### src/rtl/clk_div_prog.sv
// Programmable clock-enable generator: 1-cycle tick every N enabled cycles plus optional square wave.
// Define CLKDIV_PHASE_EN to expose the live counter on the phase port.
module clk_div_prog #(
  parameter int WIDTH       = 7,
  parameter int DEFAULT_DIV = 100
) (
  input  logic             clk,
  input  logic             rst,
  input  logic             en,
  input  logic             div_load,
  input  logic [WIDTH-1:0] div_in,
  input  logic             mode_in,
  output logic             tick,
  output logic             clk_out,
  output logic             pending
`ifdef CLKDIV_PHASE_EN
  ,
  output logic [WIDTH-1:0] phase
`endif
);

  // state       | meaning
  // IDLE        | en=0, cnt=0: loads apply directly
  // RUN         | counting, no setting waiting
  // RUN_PENDING | counting, shadow setting applies at next terminal count

  localparam logic [WIDTH-1:0] DEF_DIV = WIDTH'(DEFAULT_DIV);
  localparam logic [WIDTH-1:0] MIN_DIV = WIDTH'(2);

  logic [WIDTH-1:0] cnt;
  logic [WIDTH-1:0] div;
  logic             mode;
  logic [WIDTH-1:0] shadow_div;
  logic             shadow_mode;

  logic [WIDTH-1:0] div_clamped;
  logic [WIDTH-1:0] half;
  logic             tc;
  logic             idle;

  assign div_clamped = (div_in < MIN_DIV) ? MIN_DIV : div_in;
  // ceil(div/2) without widening, so div = 2^WIDTH-1 cannot overflow
  assign half        = {1'b0, div[WIDTH-1:1]} + {{(WIDTH-1){1'b0}}, div[0]};
  assign tc          = en && (cnt == div - WIDTH'(1));
  assign idle        = !en && (cnt == '0);

`ifdef CLKDIV_PHASE_EN
  assign phase = cnt;
`endif

  always_ff @(posedge clk) begin
    if (rst) begin
      cnt         <= '0;
      div         <= DEF_DIV;
      mode        <= 1'b0;
      shadow_div  <= '0;
      shadow_mode <= 1'b0;
      pending     <= 1'b0;
      tick        <= 1'b0;
      clk_out     <= 1'b0;
    end else begin
      tick <= 1'b0;
      if (en) begin
        cnt     <= tc ? '0 : cnt + WIDTH'(1);
        tick    <= tc;
        clk_out <= mode && (cnt < half);
      end

      // A load on the terminal-count edge governs the period starting at that edge.
      if (div_load && (idle || tc)) begin
        div     <= div_clamped;
        mode    <= mode_in;
        pending <= 1'b0;
      end else if (div_load) begin
        shadow_div  <= div_clamped;
        shadow_mode <= mode_in;
        pending     <= 1'b1;
      end else if (tc && pending) begin
        div     <= shadow_div;
        mode    <= shadow_mode;
        pending <= 1'b0;
      end
    end
  end

endmodule

### config.mk
export PLATFORM = sky130hd
export DESIGN_NAME = clk_div_prog
export DESIGN_NICKNAME = d
export VERILOG_FILES = /design/src/rtl/clk_div_prog.sv
export SDC_FILE = /design/constraint.sdc
export NUM_CORES = 1
export LEC_CHECK = 0
export CAP_MARGIN = 20
export CORE_MARGIN = 2
export CORE_UTILIZATION = 30
export DETAILED_ROUTE_END_ITERATION = 7
export SETUP_SLACK_MARGIN = 0.05
export SLEW_MARGIN = 20
export SYNTH_ARGS = -nofsm -noshare
export SYNTH_HDL_FRONTEND = slang
export SYNTH_SLANG_ARGS = --single-unit
### constraint.sdc
create_clock -name clk -period 2.45 [get_ports clk]
set_clock_uncertainty 0.2 [all_clocks]
set_input_delay 0.245 -clock clk [delete_from_list [all_inputs] [get_ports clk]]
set_output_delay 0.245 -clock clk [all_outputs]
set_load 0.01 [all_outputs]
==> Yosys cells after proc, flatten, opt, wreduce, memory -nomap -nowiden <==
Index checks and enable logic that the tools add are counted.
{ "classes": {"add_sub_neg": 3, "order_cmp": 2, "eq_ne": 2, "mux": 10, "bitwise_logic": 2, "n_reduce_logical": 14} }
{ "ops": {"columns": ["operator", "n"], "rows": [
  ["$mux W7", 5],
  ["$add A6 B1 Y7", 1],
  ["$add A7 B1 Y7 const B", 1],
  ["$eq A7 B7 Y1", 1],
  ["$logic_not A7 Y1", 1],
  ["$lt A7 B2 Y1 const B", 1],
  ["$lt A7 B7 Y1", 1],
  ["$sub A7 B1 Y7 const B", 1],
  ["$logic_and A1 B1 Y1", 5],
  ["$mux W1", 5],
  ["$reduce_and A2 Y1", 2],
  ["$reduce_bool A2 Y1", 2],
  ["$reduce_or A2 Y1", 2],
  ["$ne A2 B1 Y1 const B", 1],
  ["$not A1 Y1", 2],
  ["$logic_not A1 Y1", 1],
  ["$logic_or A1 B1 Y1", 1]
]} }
{ "totals": {"reg_bits": 26, "out_inout_bits": 3, "word_cells": 41} }

==> Depth between registers and ports, before layout <==
{ "depth": {"ltp_word": 7, "depth_mapped": 10, "ltp_nobuf": 10} }

==> Worst setup path before layout <==
OpenSTA, ideal clock, no wires.
{ "synth_path": {"kind": "reg2reg", "startpoint": "register div[0]", "endpoint": "register shadow_div[5]", "setup_time_ns": 0.128, "t_arrival_ns": 2.309, "t_required_ns": 2.122, "path_slack_ns": -0.186, "path_stages_with_launch": 11, "n_path_buf": 1, "path_cell_list": "dfxtp_1 -> inv_1 -> ha_1 -> and2b_4 -> or3_1 -> a311oi_4 -> o211a_1 -> nand3b_4 -> buf_12 -> mux2i_1 -> nor2_1"} }
{ "synth_via": {"elab_chain_len": 7} }
{ "synth_rtl": {"columns": ["item", "line", "text"], "rows": [
  ["start: declaration", "31", "logic [WIDTH-1:0] div;"],
  ["start signal: assignment", "71", "div <= div_clamped;"],
  ["start signal: assignment", "79", "div <= shadow_div;"],
  ["$sub A7 B1 Y7", "44", "assign tc = en && (cnt == div - WIDTH'(1));"],
  ["$eq A7 B7 Y1", "44", null],
  ["$logic_and A1 B1 Y1", "44", null],
  ["$logic_or A1 B1 Y1", "70", "if (div_load && (idle || tc)) begin"],
  ["$logic_and A1 B1 Y1", "70", null],
  ["$not A1 Y1 (no line)", null, null],
  ["$reduce_and A2 Y1 (no line)", null, null],
  ["end signal: assignment", "75", "shadow_div <= div_clamped;"],
  ["end: declaration", "33", "logic [WIDTH-1:0] shadow_div;"]
]} }
No other way between the ends.
A chain may end at the register's enable or synchronous reset.

==> Worst setup path in the final report <==
{ "layout_path": {"startpoint": "register div[0]", "endpoint": "register shadow_div[2]"} }
The elaborated chain is that of the path after synthesis.

==> impl_metrics.tcl <==
set metrics [dict create \
    multi_input_area_sq_mm 0.00121 \
    viasPerCell 4.96 \
    synthFlopType "dfxtp_1" \
    drc 0 \
    finalInstanceArea_sq_mm 0.00233 \
    regToRegSetupSlack_ns 0.01 \
    place_area_sq_mm 0.00205 \
    total_leakage_power_nw 1.04 \
    ys_warn_count 0 \
    portBuffers 14 \
    clk_path_buf_depth 2 \
    clkLatencyLatePin_ns 0.28 \
    path_buf_inv 1 \
    cts_buffers 3 \
    ys_types 45 \
    routed-via-count 1508 \
    hold_buffers 0 \
    nFillCells 540 \
    pin_count 15 \
    start_util_pct 31.1 \
    synth_fp_nets 217 \
    core_area_sq_mm 0.00554 \
    path_depth 9 \
    rr_endpoint "shadow_div[2]" \
    final-hold-violation-count 0 \
    grt_overflow 0 \
    antennaDiodeCount 0 \
    die-area_sq_mm 0.00636 \
    path_max_fanout 8 \
    drtIter0Drc 60 \
    track_usage_pct 14.1 \
    irDropWorstVdd_uv 308 \
    h-tree-depth 1 \
    syn_to_final_growth_pct 35.1 \
    cp_cell_sequence "inv_4 -> ha_4 -> and2b_4 -> or3_4 -> a311oi_4 -> o211a_4 -> nand3b_4 -> mux2i_1 -> nor2_1" \
    clk_pin_slew_ns 0.10 \
    slowest_stage "dfxtp_4" \
    cp.required_ns 2.44 \
    maxSlewViolCount 0 \
    slowest_delay_ns 0.41 \
    final.min_clock_period_ns 2.44 \
    cts_tree "done" \
    crit_path_start_kind "flop" \
    die_y_um 79.8 \
    place_inst 288 \
    synth_cells 194 \
    powerDensity_mw_per_mm2 464 \
    grt_first_pass_wirelength_um 7040 \
    instances_no_fill 304 \
    hold_path_class "reg2reg" \
    cts_sinks 26 \
    cpLargestDelayFamily "simple AND/OR/NAND/NOR gates" \
    ys_ff_latch 26 \
    avgSynthCellArea_sq_um 8.88 \
    root_buffer "clkbuf_8" \
    drive_gt1_share_pct 28.9 \
    routed_wirelength_um 4310 \
    antenna_found_initial 0 \
    place_congestion 0.834 \
    crit_path_end "shadow_div[2]" \
    routedWlPerCell_um 14.2 \
    hpwl_um 3120 \
    syn-cell-area_sq_mm 0.00172 \
    yosysSeqAreaShare_pct 30.2 \
    cp_data_arrival_time_ns 2.42 \
    startpoint "div[0]" \
    slew_headroom_pct 74.6 \
    grt_pass1_vias 1426 \
    drtAntennaViolNets 0 \
    maxCapViolations 0 \
    async_reset_ff_share_pct 0 \
    seqCellArea_sq_um 534 \
    first_pass_iters 4 \
    die_x_um 79.8 \
    tightestPinTransition_ns 0.376 \
    setup_viol 0 \
    reg2reg_depth 9 \
    reg2reg_from "div[0]" \
    end_kind "flop" \
    nNetsFinal 256 \
    path_class "reg2reg" \
    rsz0062_at_grt "yes" \
    final_util_pct 42.0 \
    status "finished clean" \
    synth_edf_count 0 \
    grt_max_degree 16 \
    num_rows 27 \
    fmax_mhz 410 \
    post-route-period-util_pct 99.5 \
]
==> worst min path at each step <==
stage / startpoint / end / slack [ns] / cells past startpoint
2_1_floorplan: rst / clk_out / 0.12 / 1
3_3_place_gp: shadow_div[5] / shadow_div[5] / 0.28 / 2
3_5_place_dp: shadow_div[5] / shadow_div[5] / 0.29 / 2
4_1_cts: shadow_div[5] / shadow_div[5] / 0.31 / 2
5_1_grt: shadow_div[0] / shadow_div[0] / 0.33 / 2
6_report: shadow_mode / shadow_mode / 0.31 / 2
==> cell families (layout without fill, tap and decap cells) <==
group | after synthesis | in the layout | share of synthesized area (%)
buffers and inverters | 22 | 59 | 6.83
AO/OA/AOI/OAI | 39 | 40 | 16.1
XOR/XNOR | 17 | 17 | 9.44
multiplexers | 15 | 15 | 8.71
adder cells (fa/ha/maj) | 11 | 11 | 7.99
flip-flops | 26 | 26 | 30.2
AND/OR/NAND/NOR | 64 | 64 | 20.8
==> placed cells by master (no fill, tap or decap), types with 4 or more instances in the layout <==
cell type,netlist,routed
o21ai_0,8,6
buf_4,0,28
a21oi_1,11,10
a21o_1,5,5
ha_4,0,4
nor3_1,6,5
xor2_1,8,8
nor2_1,19,19
dfxtp_1,26,21
nand3_1,6,6
nand4_1,4,4
clkdlybuf4s50_1,0,14
xnor2_1,8,8
mux2i_1,15,15
ha_1,11,7
inv_1,11,8
nand2_1,9,9
==> power by group <==
part	total, mW	switching (mW)	internal [mW]
Clock	0.375	0.156	0.219
Sequential	0.466	0.0224	0.444
Combinational	0.239	0.113	0.126
Total	1.08	0.291	0.789
==> through the flow <==
| step | hold slack (ns) | setup slack (ns) | power [mW] | TNS, ns |
|---|---|---|---|---|
| floorplan | 0.117 | 0.0488 | 0.616 | 0 |
| global placement | 0.283 | -0.0659 | 0.676 | -0.116 |
| detailed placement | 0.290 | -0.0727 | 0.680 | -0.275 |
| CTS | 0.315 | -0.00983 | 1.07 | -0.0509 |
| global route | 0.333 | -0.0758 | 1.13 | -0.628 |
| finish | 0.306 | 0.0116 | 1.08 | 0 |
==> final cells by class <==
type,count,share of cell area (%)
sequential,26,23.0
clock inverter,1,1.29
inverter,11,1.88
tap,72,3.87
timing repair buffer,44,16.4
multi-input combinational,147,51.8
clock buffer,3,1.77
==> worst min-delay path, stage by stage (launching register included) <==
cell     delay [ns]
dfxtp_1        0.34
mux2i_1        0.07
nor2_1         0.07
==> Yosys cell counts, types with 2 or more instances <==
master    count  area (sq um)
a21o_1        5          37.5
a21oi_1      11          55.1
a31oi_1       3          18.8
and2_1        3          18.8
and3_1        2          12.5
buf_2         3          15.0
buf_6         2          22.5
clkbuf_1      5          18.8
dfxtp_1      26           521
ha_1         11           138
inv_1        11          41.3
mux2i_1      15           150
nand2_1       9          33.8
nand2b_1      2          12.5
nand3_1       6          30.0
nand4_1       4          25.0
nor2_1       19          71.3
nor3_1        6          30.0
o211ai_1      2          15.0
o21ai_0       8          40.0
or2_2         2          12.5
or3_4         2          22.5
xnor2_1       8          70.1
xor2_1        8          70.1
==> state kept, by name (all words and copies together) (netlist names) <==
register / count
clk_out: 1
cnt: 7
div: 7
mode: 1
pending: 1
shadow_div: 7
shadow_mode: 1
tick: 1
==> routing by layer <==
metal / vias to the layer above / global-route usage (%) / routed length [um]
met5: - / 0 / 0
met4: 0 / 4.41 / 68
met3: 8 / 2.71 / 161
met2: 25 / 24.4 / 2150
met1: 719 / 17.7 / 1930
li1: 756 / - / -
==> timing repair <==
| item | in CTS | in global routing |
|---|---|---|
| pin swaps | 14 | 12 |
| gates resized for setup | 11 | 10 |
| cloned | 0 | 1 |
| buffers inserted | 9 | 3 |
| endpoints found under the setup margin | 17 | 20 |
Power figures use the tool's default switching activity.
